$ cat src/rtl/i2s_deserializer.sv
`default_nettype none
// ============================================================================
// Module  : i2s_deserializer
// Brief   : Oversampled ADC-side I2S / left-justified capture into L/R pairs.
// Revision: 1.0
// ============================================================================
module i2s_deserializer #(
    parameter int DATA_WIDTH = 16,
    parameter int LR_DELAY   = 0,
    parameter bit LEFT_LEVEL = 1'b1
) (
    input  logic                  CLOCK_50,
    input  logic                  RESET,
    input  logic                  BCLK,
    input  logic                  ADCLRCK,
    input  logic                  ADCDAT,
    output logic [DATA_WIDTH-1:0] leftSample,
    output logic [DATA_WIDTH-1:0] rightSample,
    output logic                  sampleValid,
    output logic                  frameErr
);

    localparam int c_WORD_END = DATA_WIDTH + LR_DELAY;
    localparam int c_CNT_W    = $clog2(c_WORD_END + 1);
    localparam logic [c_CNT_W-1:0] c_CNT_LAST = c_CNT_W'(c_WORD_END - 1);
    localparam logic [c_CNT_W-1:0] c_CNT_SAT  = c_CNT_W'(c_WORD_END);
    localparam logic [c_CNT_W-1:0] c_CNT_ONE  = c_CNT_W'(1);

    localparam logic [1:0] c_SYNC  = 2'd0;
    localparam logic [1:0] c_LEFT  = 2'd1;
    localparam logic [1:0] c_RIGHT = 2'd2;

    logic r_bclk_meta, r_bclk_sync, r_bclk_hist;
    logic r_lrck_meta, r_lrck_sync, r_lrck_hist;
    logic r_dat_meta,  r_dat_sync;

    logic [1:0]            r_state;
    logic [c_CNT_W-1:0]    r_bit_cnt;
    logic [DATA_WIDTH-1:0] r_shift;
    logic                  r_word_done;
    logic [DATA_WIDTH-1:0] r_hold_left;
    logic [DATA_WIDTH-1:0] r_hold_right;
    logic                  r_left_ok;
    logic                  r_pair_pend;

    logic                  w_bclk_rise;
    logic                  w_lrck_edge;
    logic                  w_to_left;
    logic [1:0]            w_state_nxt;
    logic [c_CNT_W-1:0]    w_cnt_base;
    logic [DATA_WIDTH-1:0] w_shift_base;
    logic                  w_done_base;
    logic                  w_err;
    logic                  w_past_delay;
    logic                  w_take_bit;
    logic                  w_capture;
    logic                  w_complete;
    logic [DATA_WIDTH-1:0] w_shift_nxt;
    logic [c_CNT_W-1:0]    w_cnt_nxt;
    logic                  w_done_nxt;

    always_ff @(posedge CLOCK_50 or posedge RESET) begin
        if (RESET) begin
            r_bclk_meta <= 1'b0;
            r_bclk_sync <= 1'b0;
            r_bclk_hist <= 1'b0;
            r_lrck_meta <= 1'b0;
            r_lrck_sync <= 1'b0;
            r_lrck_hist <= 1'b0;
            r_dat_meta  <= 1'b0;
            r_dat_sync  <= 1'b0;
        end else begin
            r_bclk_meta <= BCLK;
            r_bclk_sync <= r_bclk_meta;
            r_bclk_hist <= r_bclk_sync;
            r_lrck_meta <= ADCLRCK;
            r_lrck_sync <= r_lrck_meta;
            r_lrck_hist <= r_lrck_sync;
            r_dat_meta  <= ADCDAT;
            r_dat_sync  <= r_dat_meta;
        end
    end

    assign w_bclk_rise = r_bclk_sync & ~r_bclk_hist;
    assign w_lrck_edge = r_lrck_sync ^ r_lrck_hist;
    assign w_to_left   = (r_lrck_sync == LEFT_LEVEL);

    // Frame-clock edge is resolved first so a coincident BCLK rise lands as bit 0.
    always_comb begin
        w_state_nxt  = r_state;
        w_cnt_base   = r_bit_cnt;
        w_shift_base = r_shift;
        w_done_base  = r_word_done;
        w_err        = 1'b0;
        if (w_lrck_edge) begin
            if ((r_state != c_SYNC) && !r_word_done) begin
                w_err = 1'b1;
            end
            if ((r_state != c_SYNC) || w_to_left) begin
                w_state_nxt  = w_to_left ? c_LEFT : c_RIGHT;
                w_cnt_base   = '0;
                w_shift_base = '0;
                w_done_base  = 1'b0;
            end
        end
    end

    generate
        if (LR_DELAY > 0) begin : g_delay
            assign w_past_delay = (w_cnt_base >= c_CNT_W'(LR_DELAY));
        end else begin : g_no_delay
            assign w_past_delay = 1'b1;
        end
    endgenerate

    assign w_take_bit  = w_bclk_rise && (w_state_nxt != c_SYNC);
    assign w_capture   = w_take_bit && w_past_delay && !w_done_base;
    assign w_complete  = w_capture && (w_cnt_base == c_CNT_LAST);
    assign w_shift_nxt = w_capture ? {w_shift_base[DATA_WIDTH-2:0], r_dat_sync} : w_shift_base;
    assign w_cnt_nxt   = (w_take_bit && (w_cnt_base != c_CNT_SAT)) ? (w_cnt_base + c_CNT_ONE)
                                                                   : w_cnt_base;
    assign w_done_nxt  = w_done_base || w_complete;

    always_ff @(posedge CLOCK_50 or posedge RESET) begin
        if (RESET) begin
            r_state      <= c_SYNC;
            r_bit_cnt    <= '0;
            r_shift      <= '0;
            r_word_done  <= 1'b0;
            r_hold_left  <= '0;
            r_hold_right <= '0;
            r_left_ok    <= 1'b0;
            r_pair_pend  <= 1'b0;
            leftSample   <= '0;
            rightSample  <= '0;
            sampleValid  <= 1'b0;
            frameErr     <= 1'b0;
        end else begin
            r_state     <= w_state_nxt;
            r_bit_cnt   <= w_cnt_nxt;
            r_shift     <= w_shift_nxt;
            r_word_done <= w_done_nxt;
            frameErr    <= w_err;
            sampleValid <= r_pair_pend;
            r_pair_pend <= 1'b0;

            if (r_pair_pend) begin
                leftSample  <= r_hold_left;
                rightSample <= r_hold_right;
            end

            // A right word only becomes a pair when this frame's left word completed.
            if (w_complete) begin
                if (w_state_nxt == c_LEFT) begin
                    r_hold_left <= w_shift_nxt;
                end else begin
                    r_hold_right <= w_shift_nxt;
                    r_pair_pend  <= r_left_ok;
                end
            end

            if (w_complete && (w_state_nxt == c_LEFT)) begin
                r_left_ok <= 1'b1;
            end else if (r_pair_pend || (w_err && (r_state == c_LEFT))) begin
                r_left_ok <= 1'b0;
            end
        end
    end

endmodule
`default_nettype wire

$ cat config.mk
export PLATFORM = sky130hd
export DESIGN_NAME = i2s_deserializer
export DESIGN_NICKNAME = d
export VERILOG_FILES = /design/src/rtl/i2s_deserializer.sv
export SDC_FILE = /design/constraint.sdc
export NUM_CORES = 1
export LEC_CHECK = 0
export BUFFER_PORTS_ARGS = -buffer_cell sky130_fd_sc_hd__buf_2
export CAP_MARGIN = 15
export CORE_MARGIN = 10
export CORE_UTILIZATION = 55
export DETAILED_ROUTE_END_ITERATION = 16
export GPL_TIMING_DRIVEN = 0
export PLACE_DENSITY = 0.78
export RECOVER_POWER = 100
export SLEW_MARGIN = 20
export SYNTH_ARGS = -nofsm -noshare
export SYNTH_HDL_FRONTEND = slang
export SYNTH_SLANG_ARGS = --single-unit
export TNS_END_PERCENT = 50
$ cat constraint.sdc
create_clock -name CLOCK_50 -period 3.45 [get_ports CLOCK_50]
set_input_delay 0.345 -clock CLOCK_50 [delete_from_list [all_inputs] [get_ports CLOCK_50]]
set_output_delay 0.345 -clock CLOCK_50 [all_outputs]
set_load 0.02 [all_outputs]
==> results of run 1 <==
[per-layer routing]
metal | GRT usage, % | vias to the layer above
met1 | 17.2 | 1152
met5 | 0 | -
met4 | 6.63 | 0
met3 | 3.62 | 13
li1 | - | 1073
met2 | 22.8 | 40
[cells in the final DEF, fill, tap and decap left out, types with 2 or more instances in the layout]
cell,Yosys,layout
inv_1,4,3
nor2_1,20,20
xor2_1,4,4
buf_6,2,2
buf_2,0,3
nand2b_1,2,3
clkbuf_8,0,10
dfrtp_1,100,100
mux2_2,34,34
clkinvlp_4,0,2
o21ai_1,20,2
nand4_1,2,3
mux2i_1,16,17
nand2_1,36,37
o21ai_0,12,30
clkbuf_1,8,44
[flip-flops by register name, summed over array words and instances, names as in the netlist]
| name | count |
|---|---|
| r_shift | 16 |
| r_dat_sync | 1 |
| r_bclk_meta | 1 |
| frameErr | 1 |
| rightSample | 16 |
| sampleValid | 1 |
| r_state | 2 |
| r_word_done | 1 |
| r_left_ok | 1 |
| r_bclk_sync | 1 |
| r_bclk_hist | 1 |
| r_lrck_sync | 1 |
| r_lrck_meta | 1 |
| r_pair_pend | 1 |
| r_lrck_hist | 1 |
| r_hold_left | 16 |
| r_dat_meta | 1 |
| r_bit_cnt | 5 |
| leftSample | 16 |
| r_hold_right | 16 |
[stage by stage]
stage	power, W	util [%]	hold WS, ns	std cells	instance area [sq um]
final	0.00203	62.7	0.0931	420	4240
after CTS	0.00206	64.1	0.0795	420	4330
after global routing	0.00211	62.7	0.0782	420	4240
after detailed placement	0.00132	61.0	0.288	403	4120
after floorplan	0.00129	-	0.331	284	3800
after global placement	0.00131	60.6	0.333	402	4090
[worst reg2reg max path: cells and delay by family, from the launching register on]
kind,cells,cell delay [ns]
AO/OA/AOI/OAI,2,0.37
buffers and inverters,2,0.41
AND/OR/NAND/NOR,4,1.31
adder cells (fa/ha/maj),1,0.25
flip-flops,1,0.42
[final timing paths]
check	start	end	slack, ns	cells after the start
max	r_lrck_hist$_DFF_PP0_	r_hold_left[8]$_DFFE_PP0P_	0.62	9
min	ADCLRCK	r_lrck_meta$_DFF_PP0_	0.09	1
max reg2reg	r_lrck_hist$_DFF_PP0_	r_hold_left[8]$_DFFE_PP0P_	0.62	9
min reg2reg	r_dat_meta$_DFF_PP0_	r_dat_sync$_DFF_PP0_	0.36	0
max in group asynchronous	RESET	r_shift[14]$_DFF_PP0_	2.02	4
min in group asynchronous	RESET	r_lrck_meta$_DFF_PP0_	0.63	3
[power by group through the flow]
stage	combinational, W	clock [W]	sequential (W)
6_report	0.0000892	0.000735	0.00120
5_1_grt	0.000102	0.000805	0.00120
4_1_cts	0.0000979	0.000756	0.00120
3_5_place_dp	0.0000964	0	0.00123
3_3_place_gp	0.0000893	0	0.00122
2_1_floorplan	0.0000703	0	0.00122
[repair_timing]
action / 4_1_cts / 5_1_grt
resized for setup: 0 / 0
endpoints found under the hold margin: 16 / 0
setup endpoints to repair: 0 / 0
hold buffers: 1 / 0
[area by class of cell]
cell class	instances	area, sq um
multi-input cells	169	1180
fillers	557	2520
clock inverters	5	58.8
inverters	4	16.3
flip-flops and latches	100	2500
repair buffers	40	184
clock buffers	11	141
plain buffers	11	60.1
well taps	80	100
[cell families (layout without fill, tap and decap cells)]
| kind of cell | after synthesis | in the layout |
|---|---|---|
| AO/OA/AOI/OAI | 38 | 38 |
| multiplexers | 51 | 51 |
| AND/OR/NAND/NOR | 74 | 74 |
| adder cells (fa/ha/maj) | 2 | 2 |
| buffers and inverters | 15 | 71 |
| flip-flops | 100 | 100 |
| XOR/XNOR | 4 | 4 |
==> flow_summary.json, run 1 <==
{
  "wl_met2_microns": 3330,
  "slew_viol_final": 0,
  "power_density_nw_per_um2": 478,
  "critPathKind": "reg2reg",
  "synth_flop_cell": "dfrtp_1",
  "yosys.area.top_type": "dfrtp_1",
  "port_buffers": 38,
  "wl_met1_microns": 3040,
  "cts-buffers-inserted": 9,
  "synthTopCellsByCount": "dfrtp_1, nand2_1, mux2_2",
  "p_comb_share_pct": 4.4,
  "crit_buf_inv": 2,
  "syn_nets": 290,
  "synth.most_common_cell": "dfrtp_1",
  "nNetsFinal": 341,
  "via_count": 2278,
  "worstPathCellList": "nand2b_1, o21ai_0, clkbuf_1, nor2_1, ha_1, nand4_1, or2_4, buf_6, o21ai_0",
  "crit_top_cell": "o21ai_0",
  "grt_pass1_vias": 2354,
  "avgRoutedWirePerCell_microns": 16.2,
  "setup_viol": 0,
  "yosysSeqAreaShare_pct": 65.8,
  "ant_nets": 0,
  "cts.clk_slew.worst_paths_ns": 0.09,
  "grt_pass1_wl_microns": 11500,
  "gr-total-overflow": 0,
  "drive_gt1_share_pct": 18.5,
  "rsz0062_at_grt": "false",
  "hp-class": "in2reg",
  "post-cts-setup-buffers": 0,
  "core_area_sq_um": 6760,
  "clk_latency_ns": 0.35,
  "ys_top_cells_by_area": "dfrtp_1, mux2_2, mux2i_1, nand2_1, o21ai_1",
  "leakage_nw": 2.09,
  "dieWidth_microns": 103,
  "period_share_pct": 82.1,
  "synth.top_cell.area_share_pct": 65.8,
  "die_y_microns": 103,
  "clkPwrFrac_pct": 36.3,
  "cts_tree": "yes",
  "synth_compound_area_share_pct": 6.06,
  "ios": 39,
  "net-switching-power_w": 0.000453,
  "synth_simple_gate_area_share_pct": 9.97,
  "slowest_stage": "or2_4",
  "clock_path_buffers": 2,
  "ctsRootBufferMaster": "clkbuf_8",
  "seqPwrFrac_pct": 59.3,
  "fin_setup_tns_ns": 0,
  "syn_inst": 284,
  "swShare_pct": 22.3,
  "drc": 0,
  "status": "finished, final reports clean",
  "slew_headroom_pct": 43.3,
  "p_int_w": 0.00157,
  "syn_avg_cell_area_sq_um": 13.4,
  "critPathMaxStageDelay_ns": 0.43,
  "routabilityCongestion": 0.800,
  "synthArstFlopShare_pct": 100,
  "cp-start-kind": "flip-flop",
  "crit_required_ns": 3.72,
  "max_freq_mhz": 353,
  "grt_max_degree": 85,
  "synth.area.mux_share_pct": 14.6,
  "synth_top_family_by_area": "multiplexers",
  "dp.final_hpwl_microns": 4670,
  "antenna_found_initial": 0,
  "critical_path_arrival_ns": 3.10,
  "peakVddDrop_v": 0.000253,
  "ys_seq_elements": 100,
  "yosysWarnings": 0,
  "area_delta_synth_final_pct": 11.5,
  "cts_sinks": 100,
  "cp_max_fo": 10,
  "worst_slew_pin_slew_ns": 0.846,
  "top_layer": "met4",
  "vias_per_cell": 5.42,
  "htreeDepth": 3,
  "row_count": 30,
  "dpl_worst_slack_ns": 0.832,
  "antenna_cells": 0,
  "yosys.area_share.xor_xnor_pct": 0.922,
  "firstDrtPassIters": 4,
  "drt_iter0_markers": 112,
  "critPathTopFamily": "simple AND/OR/NAND/NOR gates",
  "min_period_ns": 2.83,
  "totalWireLength_microns": 6800,
  "synthAdderAreaFrac_pct": 0.592,
  "skew_ns": 0.0103,
  "grt_util_all_layers_pct": 14.1,
  "worstSetupEndpointType": "flip-flop",
  "layout_setup_ws_ns": 0.616,
  "dr_wl_met3_microns": 308,
  "synth_edf_count": 0,
  "die-area_sq_um": 10600,
  "syn-cell-area_sq_um": 3800,
  "maxCapViolCount": 0,
  "start_util_pct": 56.3,
  "finalHoldViolations": 0,
  "synth_cell_type_count": 35
}
(Power assumes the default switching activity.)
==> inputs of run 2 (changes only) <==
Settings changed: CORE_UTILIZATION 55 to 52.
Clock period 3.45 ns to 2.59 ns, I/O delays scaled along.
==> flow_summary.json, run 2 (synthesis results as in run 1) <==
{
  "placed_cells": 424,
  "dieWidth_microns": 105,
  "layout_commonest_cell": "dfrtp_1",
  "critPathKind": "reg2reg",
  "r2r_setup_slack_ns": 0.18,
  "setup_viol": 0,
  "dp.final_hpwl_microns": 5070,
  "grt_max_degree": 34,
  "reg2reg_from": "r_state[1]$_DFF_PP0_",
  "core_area_sq_um": 7180,
  "via_count": 2273,
  "final_cell_mix": "dfrtp_1, clkbuf_1, nand2_1, mux2_2",
  "nFillCells": 589,
  "hp-class": "reg2reg",
  "die_y_microns": 105,
  "ios": 39,
  "startpoint": "r_state[1]$_DFF_PP0_",
  "cp_max_fo": 10,
  "cp-start-kind": "flip-flop",
  "avgRoutedWirePerCell_microns": 15.7,
  "cts_tree": "yes",
  "drt_iter0_markers": 99,
  "post-cts-setup-buffers": 0,
  "htreeDepth": 3,
  "power_density_nw_per_um2": 634,
  "routabilityCongestion": 0.785,
  "critical_path_arrival_ns": 2.70,
  "endpoint": "r_hold_right[9]$_DFFE_PP0P_",
  "cts-buffers-inserted": 9,
  "rsz0062_at_grt": "false",
  "worstSetupEndpointType": "flip-flop",
  "row_count": 31,
  "antenna_found_initial": 0,
  "clock_path_buffers": 2,
  "leakage_nw": 2.15,
  "max_freq_mhz": 414,
  "finalHoldViolations": 0,
  "reg2reg_to": "r_hold_right[9]$_DFFE_PP0P_",
  "final_cell_count_no_fill": 444,
  "maxCapViolCount": 0,
  "cts.clk_slew.worst_paths_ns": 0.09,
  "area_delta_synth_final_pct": 15.3,
  "rr_worst_depth": 9,
  "slew_headroom_pct": 42.2,
  "crit_required_ns": 2.88,
  "cts_sinks": 100,
  "grt_util_all_layers_pct": 13.4,
  "port_buffers": 38,
  "drc": 0,
  "status": "finished, final reports clean",
  "die-area_sq_um": 11100,
  "firstDrtPassIters": 5,
  "ctsRootBufferMaster": "clkbuf_8",
  "antenna_cells": 0,
  "slew_viol_final": 0,
  "totalWireLength_microns": 6960,
  "period_share_pct": 93.2,
  "nNetsFinal": 346,
  "fin_setup_tns_ns": 0,
  "clk_latency_ns": 0.36,
  "grt_pass1_wl_microns": 12200,
  "min_period_ns": 2.41,
  "start_util_pct": 53.0,
  "skew_ns": 0.0137,
  "drive_gt1_share_pct": 21.7,
  "grt_pass1_vias": 2470,
  "gr-total-overflow": 0,
  "worst_slew_pin_slew_ns": 0.866,
  "peakVddDrop_v": 0.000330,
  "vias_per_cell": 5.12,
  "ant_nets": 0
}
-- run 2: cell count changes in the layout (fill, tap and decap cells not counted), moves of 2 or more --
cell,change
clkbuf_1,-5
clkinvlp_4,-2
o21ai_0,-10
dlygate4sd3_1,+3
o21ai_1,+10
clkbuf_2,+5
clkinv_4,+2
-- run 2: final cells by class --
cell class | instances | area, sq um | share of cell area (%)
Timing Repair Buffer | 45 | 240 | 5.48
Inverter | 4 | 16.3 | 0.371
Buffer | 11 | 61.3 | 1.40
Sequential cell | 100 | 2500 | 57.1
Clock inverter | 5 | 67.6 | 1.54
Clock buffer | 11 | 151 | 3.45
Tap cell | 99 | 124 | 2.83
Multi-Input combinational cell | 169 | 1220 | 27.8
-- run 2: stage by stage --
stage               worst slack, ns  util [%]  power [W]  instance area (sq um)  hold WS, ns
finish                        0.175      61.1    0.00278                   4380        0.353
global route                0.00973      61.1    0.00289                   4380        0.364
CTS                          0.0469      62.1    0.00282                   4450        0.358
detailed placement          -0.0482      58.3    0.00177                   4190        0.271
global placement             0.0411      57.4    0.00175                   4120        0.332
floorplan                     0.370         -    0.00172                   3800        0.290
-- run 2: what timing repair did --
action	4_1_cts	5_1_grt
hold buffers	4	0
setup endpoints to repair	20	31
pin swaps	0	0
resized for setup	3	3
hold endpoints to repair	18	0
-- run 2: power by group --
group	switching, W	internal (W)
clock network	0.000531	0.000513
registers	0.0000212	0.00158
logic	0.0000857	0.0000482
total	0.000638	0.00214
-- run 2: worst min path at each step --
stage	start	endpoint	slack, ns	depth (start not counted)
floorplan	BCLK	r_bclk_meta$_DFF_PP0_	0.29	0
global placement	r_bclk_meta$_DFF_PP0_	r_bclk_sync$_DFF_PP0_	0.33	0
detailed placement	RESET	leftSample[5]$_DFFE_PP0P_	0.27	2
CTS	r_lrck_meta$_DFF_PP0_	r_lrck_sync$_DFF_PP0_	0.36	0
global route	r_dat_meta$_DFF_PP0_	r_dat_sync$_DFF_PP0_	0.36	0
finish	r_lrck_meta$_DFF_PP0_	r_lrck_sync$_DFF_PP0_	0.35	0
-- run 2: critical path, cell delays in order (launching register included) --
cell and delay [ns]:
dfrtp_1 0.43, nor2_4 0.24, o21ai_0 0.19, clkbuf_2 0.22
nor2_1 0.17, ha_2 0.26, nand4b_4 0.20, or2_4 0.32
buf_6 0.15, o21ai_0 0.16
-- run 2: routing by layer --
metal  GRT usage [%]  part of all wire (%)  up-vias
met2            21.9                    50       51
met1            16.5                    43     1128
met4            5.61                   1.8        0
li1                -                     -     1085
met5               0                     0        -
met3            3.78                   5.7        9
